## config.mk

```make
export PLATFORM = sky130hd
export DESIGN_NAME = iter_divider
export DESIGN_NICKNAME = d
export VERILOG_FILES = /design/src/rtl/iter_divider.sv
export SDC_FILE = /design/constraint.sdc
export NUM_CORES = 1
export LEC_CHECK = 0
export BUFFER_PORTS_ARGS = -buffer_cell sky130_fd_sc_hd__buf_2
export CAP_MARGIN = 0
export CORE_MARGIN = 2
export CORE_UTILIZATION = 45
export CTS_CLUSTER_DIAMETER = 50
export DETAILED_ROUTE_END_ITERATION = 12
export GPL_TIMING_DRIVEN = 0
export SETUP_SLACK_MARGIN = 0.2
export SLEW_MARGIN = 0
export SYNTH_ARGS = -nofsm -noshare
export SYNTH_HDL_FRONTEND = slang
export SYNTH_SLANG_ARGS = --single-unit
```

## constraint.sdc

```tcl
create_clock -name clk -period 11.1 [get_ports clk]
set_input_delay 0.555 -clock clk [delete_from_list [all_inputs] [get_ports clk]]
set_output_delay 0.555 -clock clk [all_outputs]
set_load 0.005 [all_outputs]
```

## src/rtl/iter_divider.sv

```systemverilog
// Iterative restoring radix-2 divider for DIV/DIVU/REM/REMU and their *W forms.
// Computes one quotient bit per cycle on magnitudes; signs are fixed up on the final step.
module iter_divider (
  input  logic        clk,
  input  logic        rst,
  input  logic        div_ready,
  input  logic        div_cancel,
  input  logic        div_signed,
  input  logic        div_word,
  input  logic        div_rem_sel,
  input  logic [63:0] dividend,
  input  logic [63:0] divisor,
  output logic [63:0] div_rem_data,
  output logic        div_finish,
  output logic        div_busy
);

  typedef enum logic [1:0] {IDLE, BUSY, DONE} state_t;

  state_t      r_state;
  logic [6:0]  r_cnt;
  logic [63:0] r_rem;
  logic [63:0] r_quo;
  logic [63:0] r_dvs;
  logic        r_neg_q;
  logic        r_neg_r;
  logic        r_word;
  logic        r_rem_sel;
  logic        r_special;
  logic [63:0] r_spec_res;
  logic [63:0] r_data;
  logic        r_finish;
  logic        r_busy;

  // Operands at the operating width, sign- or zero-extended to 64 bits
  logic [63:0] w_a_ext, w_b_ext, w_a_mag, w_b_mag, w_dvd_sx;
  logic        w_a_neg, w_b_neg, w_dz, w_ovf;
  logic [63:0] w_spec_res;

  assign w_a_ext  = div_word ? {{32{div_signed & dividend[31]}}, dividend[31:0]} : dividend;
  assign w_b_ext  = div_word ? {{32{div_signed & divisor[31]}},  divisor[31:0]}  : divisor;
  assign w_a_neg  = div_signed & w_a_ext[63];
  assign w_b_neg  = div_signed & w_b_ext[63];
  assign w_a_mag  = w_a_neg ? (~w_a_ext + 64'd1) : w_a_ext;
  assign w_b_mag  = w_b_neg ? (~w_b_ext + 64'd1) : w_b_ext;
  assign w_dvd_sx = div_word ? {{32{dividend[31]}}, dividend[31:0]} : dividend;

  assign w_dz  = div_word ? (divisor[31:0] == 32'd0) : (divisor == 64'd0);
  assign w_ovf = div_signed & (div_word
               ? (dividend[31:0] == 32'h8000_0000 && divisor[31:0] == 32'hFFFF_FFFF)
               : (dividend == 64'h8000_0000_0000_0000 && divisor == 64'hFFFF_FFFF_FFFF_FFFF));

  always_comb begin
    w_spec_res = 64'd0;
    if (w_dz)       w_spec_res = div_rem_sel ? w_dvd_sx : 64'hFFFF_FFFF_FFFF_FFFF;
    else if (w_ovf) w_spec_res = div_rem_sel ? 64'd0 : w_dvd_sx;
  end

  // One restoring step: shift in next dividend bit, subtract if it fits
  logic [64:0] w_sh, w_diff;
  logic        w_ge;
  logic [63:0] w_rem_nx, w_quo_nx, w_mag, w_res, w_final;
  logic        w_neg;

  assign w_sh     = {r_rem, r_quo[63]};
  assign w_diff   = w_sh - {1'b0, r_dvs};
  assign w_ge     = ~w_diff[64];
  assign w_rem_nx = w_ge ? w_diff[63:0] : w_sh[63:0];
  assign w_quo_nx = {r_quo[62:0], w_ge};
  assign w_mag    = r_rem_sel ? w_rem_nx : w_quo_nx;
  assign w_neg    = r_rem_sel ? r_neg_r : r_neg_q;
  assign w_res    = w_neg ? (~w_mag + 64'd1) : w_mag;
  assign w_final  = r_word ? {{32{w_res[31]}}, w_res[31:0]} : w_res;

  always_ff @(posedge clk or posedge rst) begin
    if (rst) begin
      r_state    <= IDLE;
      r_cnt      <= 7'd0;
      r_rem      <= 64'd0;
      r_quo      <= 64'd0;
      r_dvs      <= 64'd0;
      r_neg_q    <= 1'b0;
      r_neg_r    <= 1'b0;
      r_word     <= 1'b0;
      r_rem_sel  <= 1'b0;
      r_special  <= 1'b0;
      r_spec_res <= 64'd0;
      r_data     <= 64'd0;
      r_finish   <= 1'b0;
      r_busy     <= 1'b0;
    end else begin
      r_finish <= 1'b0;
      if (div_cancel) begin
        r_state <= IDLE;
        r_busy  <= 1'b0;
        r_cnt   <= 7'd0;
      end else begin
        case (r_state)
          IDLE: if (div_ready) begin
            r_state    <= BUSY;
            r_busy     <= 1'b1;
            r_cnt      <= div_word ? 7'd32 : 7'd64;
            r_rem      <= 64'd0;
            // Word magnitudes are left-aligned so the MSB is consumed first
            r_quo      <= div_word ? {w_a_mag[31:0], 32'd0} : w_a_mag;
            r_dvs      <= w_b_mag;
            r_neg_q    <= w_a_neg ^ w_b_neg;
            r_neg_r    <= w_a_neg;
            r_word     <= div_word;
            r_rem_sel  <= div_rem_sel;
            r_special  <= w_dz | w_ovf;
            r_spec_res <= w_spec_res;
          end
          BUSY: begin
            if (r_special) begin
              r_data   <= r_spec_res;
              r_state  <= DONE;
              r_finish <= 1'b1;
            end else begin
              r_rem <= w_rem_nx;
              r_quo <= w_quo_nx;
              r_cnt <= r_cnt - 7'd1;
              if (r_cnt == 7'd1) begin
                r_data   <= w_final;
                r_state  <= DONE;
                r_finish <= 1'b1;
              end
            end
          end
          DONE: begin
            r_state <= IDLE;
            r_busy  <= 1'b0;
          end
          default: begin
            r_state <= IDLE;
            r_busy  <= 1'b0;
          end
        endcase
      end
    end
  end

  assign div_rem_data = r_data;
  assign div_finish   = r_finish;
  assign div_busy     = r_busy;

endmodule

```

After elaboration in Yosys (flattened, before gate mapping). Index checks and enable logic that the tools add are counted.

Register bits after elaboration: 336. Bits in latches: 0. Memory bits (writable): 0. ROM bits: 0. Output and inout bits: 66. Logic and storage cells: 99. Memories kept: 0.

Add/sub/neg operators: 5. Multiply operators: 0. Divide/modulo/power cells: 0. Order comparisons: 0. Eq/ne operators: 12. Shift operators: 0. Muxes and demuxes: 42. Bitwise gates (word level): 12. Reduce and logical (&&, ||, !) cells: 14.

Operator list (number): $mux W64 (20); $pmux W64 S2 (2); $add A64 B1 Y64 const B (3); $not A64 Y64 (3); $eq A64 B64 Y1 const B (2); $sub A65 B64 Y65 (1); $eq A32 B32 Y1 const B (2); $logic_not A64 Y1 (1); $logic_not A32 Y1 (1); $mux W7 (4); $pmux W7 S2 (1); $mux W1 (9); $reduce_and A3 Y1 (3); $mux W2 (4); $eq A7 B1 Y1 const B (1); $sub A7 B1 Y7 const B (1); $ne A2 B2 Y1 const B (3); $ne A3 B3 Y1 const B (2); $and A1 B1 Y1 (5); $ne A4 B4 Y1 const B (1); $pmux W2 S2 (1); $reduce_and A2 Y1 (2); $reduce_and A4 Y1 (1); $reduce_bool A2 Y1 (2); 8 further kinds (10).

Longest topological paths before layout. Gate-level depths: netlist of run 1.

Word-level depth: 9. Mapped depth: 22. Gate-level depth less buffers: 20.

Least setup slack after synthesis of run 1. Ideal clock, no wire load.

Path kind: flip-flop to flip-flop. Start point: register r_quo[63]. End point: register r_data[60], in the netlist div_rem_data[60]. Arrival: 4.431 ns. Data required time: 10.974 ns. Path slack: 6.542 ns. Stages on the path, launching flop included: 21. Clock period less this slack: 4.558 ns. Path through: dfrtp_1 > inv_1 > ha_1 > fa_1 > nand2b_1 > a21oi_2 > or3_4 > a21oi_4 > o21ai_4 > a41oi_4 > a21o_2 > a2111oi_0 > a211oi_1 > nor4_2 > nand2_1 > buf_4 > o31a_1 > a311oi_2 > buf_4 > nor3_1 > a221o_1.

Cells in the longest elaborated chain, start to end: 9. Elaborated cells between the ends (all ways): 10. Those cells by class: 2 x add/sub; 6 x mux; 2 x bitwise.

Ends and longest elaborated chain: from (decl) (RTL line 23) `logic [63:0] r_quo;`; from (signal assigned) (RTL line 105) `r_quo <= div_word ? {w_a_mag[31:0], 32'd0} : w_a_mag;`; from (signal assigned) (RTL line 121) `r_quo <= w_quo_nx;`; $sub A65 B64 Y65 (RTL line 66) `assign w_diff = w_sh - {1'b0, r_dvs};`; $mux W64 or $not A1 Y1 (tied branches) (RTL line 68, 67); $mux W64 (*) (RTL line 70) `assign w_mag = r_rem_sel ? w_rem_nx : w_quo_nx;`; $not A64 Y64 (RTL line 72) `assign w_res = w_neg ? (~w_mag + 64'd1) : w_mag;`; $add A64 B1 Y64 (RTL line 72); $mux W64 (*) (RTL line 72); $mux W64 (*) (RTL line 73) `assign w_final = r_word ? {{32{w_res[31]}}, w_res[31:0]} : w_res;`; $mux W64 (*) (RTL line 123) `if (r_cnt == 7'd1) begin`; $mux W64 (*) (RTL line 115) `if (r_special) begin`; to (signal assigned) (RTL line 116) `r_data <= r_spec_res;`; to (signal assigned) (RTL line 124) `r_data <= w_final;`; to (decl) (RTL line 31) `logic [63:0] r_data;`.

Mark *: on every way between the ends. The rest lies on a longest branch, timed or not. The select of a mux whose other input is x is not followed. A chain may end at the register's enable or synchronous reset.

Final worst setup path of run 1.
Start point: register r_quo[63]. End point: register r_data[46], in the netlist div_rem_data[46].

The elaborated chain is that of the path after synthesis.

==> results.yml, run 1 <==
cells_and_area:
  final_nets: 3662
  finish.utilization: 0.520
  fillers: 5422
  fin_cells: 4242
  drive_gt1_frac: 0.107
  area_growth_pct: 14.3
  multiInputGateArea_um2: 15300
  seq_area_um2: 8410
clocking:
  cts_max_level: 2
  cts_sinks: 336
  path_clk_slew_ps: 60
  post_cts_buffers: 0
  cts_tree: "built"
  root_buffer: "clkbuf_16"
  cts_buffers: 48
  holdBufCountCts: 0
  cts.repair.resized: 0
  clk_latency_ps: 620
  cts_buffer_depth: 3
sta:
  grt_setup_unrepaired: "false"
  finalCriticalPeriod_ps: 6630
  hold_violations: 0
  relSlewSlack: 0.0761
  slew_violations: 0
  clock.fmax_mhz: 151
  clock_skew_ps: 35.2
  setup_ws_ps: 4470
  worst-slew-pin-transition_ps: 1390
  finalSetupViolCount: 0
  finalCritPeriodShare: 0.597
synth:
  yosys_warnings: 0
  ys_seq_area_frac: 0.336
  async_flop_share: 1.00
  synth_area_per_cell_um2: 7.80
  yosysTopAreaCell: "dfrtp_1"
  synth_top_area_share: 0.336
  yosys-top-cells-area: "dfrtp_1 (34%), o21ai_0 (8.2%), nand2_1 (6.1%)"
  synth-edff-count: 0
  synthFlopType: "dfrtp_1"
  synth_nets: 3412
  synth.distinct_cells: 101
  netlist_area_um2: 25000
  synth_seq_cells: 336
  synth_cells: 3206
critical_path:
  worstReg2RegStart: "r_quo[63]$_DFFE_PP0P_"
  worst-path-buf-inv: 2
  crit_fanout: 10
  crit_chain: "inv_1 > ha_1 > fa_1 > nand2b_1 > a21oi_2 > or3_4 > a21oi_4 > o21ai_4 > a41oi_4 > a21oi_2 > buf_2 > a211oi_1 > a31oi_1 > ha_1 > o211ai_1 > nor3_1 > nand3_1 > nor3_1 > a41oi_1 > xnor2_1 > o21ai_1"
  crit_slowest_cell: "dfrtp_1"
  end_kind: "register"
  rr_worst_depth: 21
  criticalPathCategory: "register to register"
  cpLargestDelayFamily: "compound AO/OA/AOI/OAI gates"
  rr_endpoint: "div_rem_data[46]$_DFFE_PP0P_"
  start_kind: "register"
  required_ps: 11570
  worstPathArrival_ps: 7100
  rrSetupSlack_ps: 4470
  crit_path_max_incr_delay_ps: 580
placed_design:
  pre_cts_ws_ps: 4760
  io_buffer_count: 198
  gp_congestion: 1.04
  hpwlAfterDp_mm: 89.4
  dpl.cell_count: 4154
route:
  totalWireLength_mm: 112
  vias_per_cell: 6.31
  first_pass_iters: 6
  via_count: 26746
  drt-wirelength-per-cell_um: 26.4
  drc_errors: 0
  antenna_left: 0
  drt_iter0_markers: 3241
power_and_ir_drop:
  p_total_mw: 5.14
  powerDensity_nw_per_um2: 180
  ir_drop_uv: 117
  p_leak_nw: 12.4
grt:
  grt_pass1_vias: 25298
  grt-ovfl-total: 0
  grt_pass1_wl_mm: 162
  grt_antenna_before_repair: 4
  grt.total_usage: 0.384
  grt_max_degree: 118
floorplanning:
  start_util: 0.455
  dieArea_um2: 57500
  pin_count: 201
  num_rows: 86
  coreArea_um2: 55000
  die_w_um: 240
  die_h_um: 240
min_path:
  hold_path.class: "input pin to async pin"
job:
  max_cap_viol_count: 0
run_status:
  outcome: "finished, final reports clean"
layout make-up:
| class | instances | share of cell area |
|---|---|---|
| multi-input cells | 2541 | 0.536 |
| plain buffers | 216 | 0.0304 |
| diodes | 1 | 0.0000875 |
| inverters | 113 | 0.0151 |
| flip-flops and latches | 336 | 0.294 |
| well taps | 748 | 0.0327 |
| clock buffers | 63 | 0.0457 |
| clock inverters | 24 | 0.00962 |
| repair buffers | 200 | 0.0366 |
state kept, by name, indices dropped and copies added (netlist names):
signal and count:
r_rem 64, r_neg_q 1, r_state 2, div_busy 1, r_special 1, r_neg_r 1, r_quo 64, r_cnt 7
div_rem_data 64, r_word 1, r_spec_res 64, div_finish 1, r_rem_sel 1, r_dvs 64
synthesized netlist by cell type, drive strengths merged (7+ instances only):
library cell and n:
a2111oi 8, a211oi 49, a21o 45, a21oi 304
a221o 8, a22o 14, a22oi 41, a2bb2oi 7
a311oi 8, a31oi 43, a41oi 8, and2 10
and3 14, buf 45, clkbuf 171, dfrtp 336
ha 70, inv 112, mux2i 60, nand2 408
nand2b 26, nand3 46, nand4 51, nor2 288
nor2b 23, nor3 72, nor4 32, o211ai 19
o21a 20, o21ai 434, o21bai 14, o31ai 36
o41ai 30, or2 10, or3 25, or4 14
xnor2 128, xor2 99
cells by family (layout without fill, tap and decap cells):
family / Yosys count / after routing / synth area share
xor gates and xnor gates: 227 / 227 / 0.0795
buffers and inverters: 329 / 616 / 0.0518
DFF: 336 / 336 / 0.336
adders and majority gates: 71 / 71 / 0.0358
and+or+nand+nor: 1034 / 1034 / 0.191
muxes: 65 / 65 / 0.0263
other: 0 / 1 / 0
AOI/OAI and AO/OA: 1144 / 1144 / 0.280
worst max-delay path by stage:
stage / startpoint / end / slack, ps / depth (start not counted)
after detailed placement: r_quo[63]$_DFFE_PP0P_ / div_rem_data[46]$_DFFE_PP0P_ / 4760 / 21
after global placement: rst / div_rem_data[56]$_DFFE_PP0P_ / -2890 / 2
after CTS: r_quo[63]$_DFFE_PP0P_ / div_rem_data[46]$_DFFE_PP0P_ / 4730 / 21
final: r_quo[63]$_DFFE_PP0P_ / div_rem_data[46]$_DFFE_PP0P_ / 4470 / 21
after floorplan: rst / div_busy$_DFFE_PP0P_ / 1240 / 1
after global routing: r_quo[63]$_DFFE_PP0P_ / div_rem_data[46]$_DFFE_PP0P_ / 4170 / 21
stage by stage:
stage | hold WS (ps) | setup TNS (ps) | cell area (µm²)
floorplan | 441 | 0 | 25000
global placement | 457 | -946070 | 26900
detailed placement | 464 | 0 | 27000
CTS | 131 | 0 | 28600
global route | 154 | 0 | 28600
finish | 65.6 | 0 | 28600
power breakdown:
part           leakage [nW]  switching [mW]  internal [mW]  total, mW
Sequential             4.44           0.193           1.47       1.66
Combinational          7.19            1.29          0.644       1.93
Clock                 0.758           0.645          0.909       1.55
Total                  12.4            2.12           3.02       5.14
worst register-to-register path, stage by stage, from the launching register on:
cell,delay [ps]
dfrtp_1,580
inv_1,90
ha_1,230
fa_1,390
nand2b_1,200
a21oi_2,240
or3_4,180
a21oi_4,70
o21ai_4,260
a41oi_4,280
a21oi_2,380
buf_2,320
a211oi_1,70
a31oi_1,580
ha_1,330
o211ai_1,130
nor3_1,470
nand3_1,400
nor3_1,560
a41oi_1,220
xnor2_1,390
o21ai_1,130
metal layers:
layer | GRT usage | vias up | share of wire
li1 | - | 12050 | -
met3 | 0.0895 | 230 | 0.097
met2 | 0.575 | 1368 | 0.43
met4 | 0.180 | 8 | 0.053
met1 | 0.523 | 13090 | 0.42
met5 | 0 | - | 0.00042
placed cells by master (no fill, tap or decap), types with 26 or more instances in the layout:
cell       Yosys  layout
clkbuf_16      0      48
a211oi_1      49      49
dfrtp_1      336     336
nand2b_1      26      26
a21o_1        44      44
xor2_1        99      99
buf_2         30     228
o31ai_1       35      35
mux2i_1       60      59
a21oi_1      297     297
ha_1          70      70
nand2_1      407     407
inv_1        112     111
nor3_1        70      70
xnor2_1      128     128
o21ai_0      410     410
a31oi_1       40      40
o41ai_1       29      29
clkbuf_1     171     181
a22oi_1       41      41
nand4_1       49      49
nor2_1       285     285
nand3_1       45      45
Note: power is estimated with default switching activity, not from simulation.
==> inputs of run 2 (changes only) <==
==> constraint.sdc (replaced) <==
create_clock -name clk -period 6.7 [get_ports clk]
set_input_delay 0.335 -clock clk [delete_from_list [all_inputs] [get_ports clk]]
set_output_delay 0.335 -clock clk [all_outputs]
set_load 0.005 [all_outputs]
==> run 2 against run 1 <==
Against the previous run: via count is 0.27% higher; maximum frequency is 3.4% higher; first-iteration DRC count is 10% lower; setup slack worse by 4200 ps; clock power is 88% higher; cell count is 0.54% higher; routed wire length is 0.34% higher; sequential power is 66% higher; utilization is 0.82 points higher; register-to-register slack worse by 4200 ps; critical endpoint is now div_rem_data[51]$_DFFE_PP0P_.
==> results.yml, run 2 (synthesis results as in run 1) <==
run_status:
  outcome: "finished, final reports clean"
critical_path:
  required_ps: 7190
  worst-path-buf-inv: 3
  critPathLaunch: "r_quo[63]$_DFFE_PP0P_"
  worstReg2RegStart: "r_quo[63]$_DFFE_PP0P_"
  rrSetupSlack_ps: 290
  crit_fanout: 10
  cpLargestDelayFamily: "compound AO/OA/AOI/OAI gates"
  start_kind: "register"
  worstPathArrival_ps: 6910
  crit_slowest_cell: "a2111oi_0"
  rr_endpoint: "div_rem_data[51]$_DFFE_PP0P_"
  criticalPathCategory: "register to register"
  end_kind: "register"
  rr_worst_depth: 20
  worst-path-stages: 20
  crit_path_max_incr_delay_ps: 840
  endpoint: "div_rem_data[51]$_DFFE_PP0P_"
  crit_chain: "inv_1 > ha_1 > fa_1 > nand2b_1 > a21oi_2 > or3_4 > a21oi_4 > o21ai_4 > a41oi_4 > a21o_2 > a2111oi_0 > or2_2 > and4_1 > nand2_1 > buf_4 > o31a_1 > a311oi_2 > buf_2 > o21ai_1 > a22o_1"
sta:
  grt_setup_unrepaired: "true"
  worst-slew-pin-transition_ps: 1350
  finalCriticalPeriod_ps: 6410
  finalSetupViolCount: 0
  hold_violations: 0
  clock_skew_ps: 25.9
  clock.fmax_mhz: 156
  finalCritPeriodShare: 0.957
  relSlewSlack: 0.0973
  fin_setup_tns_ps: 0
  slew_violations: 0
grt:
  grt_antenna_before_repair: 7
  grt.total_usage: 0.384
  grt_pass1_wl_mm: 162
  grt_pass1_vias: 25403
  grt_max_degree: 44
  grt-ovfl-total: 0
cells_and_area:
  fillers: 5330
  drive_gt1_frac: 0.114
  multiInputGateArea_um2: 15400
  layout_common_cells: "o21ai_0 (410), nand2_1 (407), dfrtp_1 (336)"
  mostFrequentLayoutCell: "o21ai_0"
  stdcell_area_um2: 29100
  seq_area_um2: 8410
  final_nets: 3679
  area_growth_pct: 16.1
floorplanning:
  die_h_um: 240
  die_w_um: 240
  pin_count: 201
  coreArea_um2: 55000
  start_util: 0.455
  dieArea_um2: 57500
  num_rows: 86
clocking:
  cts_max_level: 2
  cts_buffers: 52
  root_buffer: "clkbuf_16"
  cts_tree: "built"
  cts_sinks: 336
  cts_buffer_depth: 3
  clk_latency_ps: 630
  path_clk_slew_ps: 60
power_and_ir_drop:
  powerDensity_nw_per_um2: 306
  ir_drop_uv: 209
  p_total_mw: 8.89
  p_leak_nw: 12.6
min_path:
  holdPathStages: 3
  hold_path.class: "input pin to register"
route:
  totalWireLength_mm: 112
  first_pass_iters: 8
  drc_errors: 0
  antenna_left: 0
  vias_per_cell: 6.29
  drt_iter0_markers: 2917
  drt-wirelength-per-cell_um: 26.3
  via_count: 26819
placed_design:
  io_buffer_count: 198
  gp_congestion: 1.05
  placed_cell_area_um2: 27100
  hpwlAfterDp_mm: 90.0
job:
  max_cap_viol_count: 0
run 2: cell types whose count changed in the layout (fill, tap and decap cells not counted), sizes merged:
cell / delta
buf: +11
inv: +7
bufinv: +4
diode: +3
clkbuf: -2
clkinv: -2
dlygate4sd3: +2
run 2: report_power, final:
part           internal (mW)  switching [mW]
registers               2.43           0.322
logic                   1.09            2.14
clock network           1.77            1.14
run 2: cell type report:
class,instances,area share
flip-flops and latches,336,0.289
diodes,4,0.000345
plain buffers,216,0.0301
clock inverters,33,0.0155
inverters,113,0.0147
clock buffers,61,0.0473
multi-input cells,2541,0.528
repair buffers,213,0.0420
well taps,748,0.0322
run 2: metrics by stage:
stage	hold WS (ps)	setup WS, ps	instances	util
2_1_floorplan	406	1870	3206	-
3_3_place_gp	457	-343	4152	0.490
3_5_place_dp	465	154	4161	0.493
4_1_cts	21.4	301	4257	0.527
5_1_grt	64.3	166	4261	0.528
6_report	51.5	288	4265	0.528
run 2: tightest hold or removal path, cell delays in order:
cell	delay (ps)
buf_2	130
nor2_1	100
o21ai_0	70
run 2: worst min path at each step:
stage	from	endpoint
floorplan	div_cancel	r_state[0]$_DFFE_PP0P_
global placement	r_spec_res[39]$_DFFE_PP0P_	r_spec_res[39]$_DFFE_PP0P_
detailed placement	r_spec_res[36]$_DFFE_PP0P_	r_spec_res[36]$_DFFE_PP0P_
CTS	dividend[28]	r_spec_res[28]$_DFFE_PP0P_
global route	dividend[24]	r_spec_res[24]$_DFFE_PP0P_
finish	dividend[26]	r_spec_res[26]$_DFFE_PP0P_
run 2: metal layers:
layer,part of all wire,track usage,vias to the layer above
li1,-,-,12071
met4,0.050,0.178,4
met1,0.42,0.520,13105
met3,0.092,0.0848,260
met5,0.00020,0,-
met2,0.44,0.582,1379
run 2: timing repair:
item | CTS | global route
resized for setup | 2 | 6
pin swaps | 0 | 1
setup endpoints to repair | 3 | 26
hold buffers | 2 | 0
setup buffers | 0 | 4
hold endpoints to repair | 28 | 0
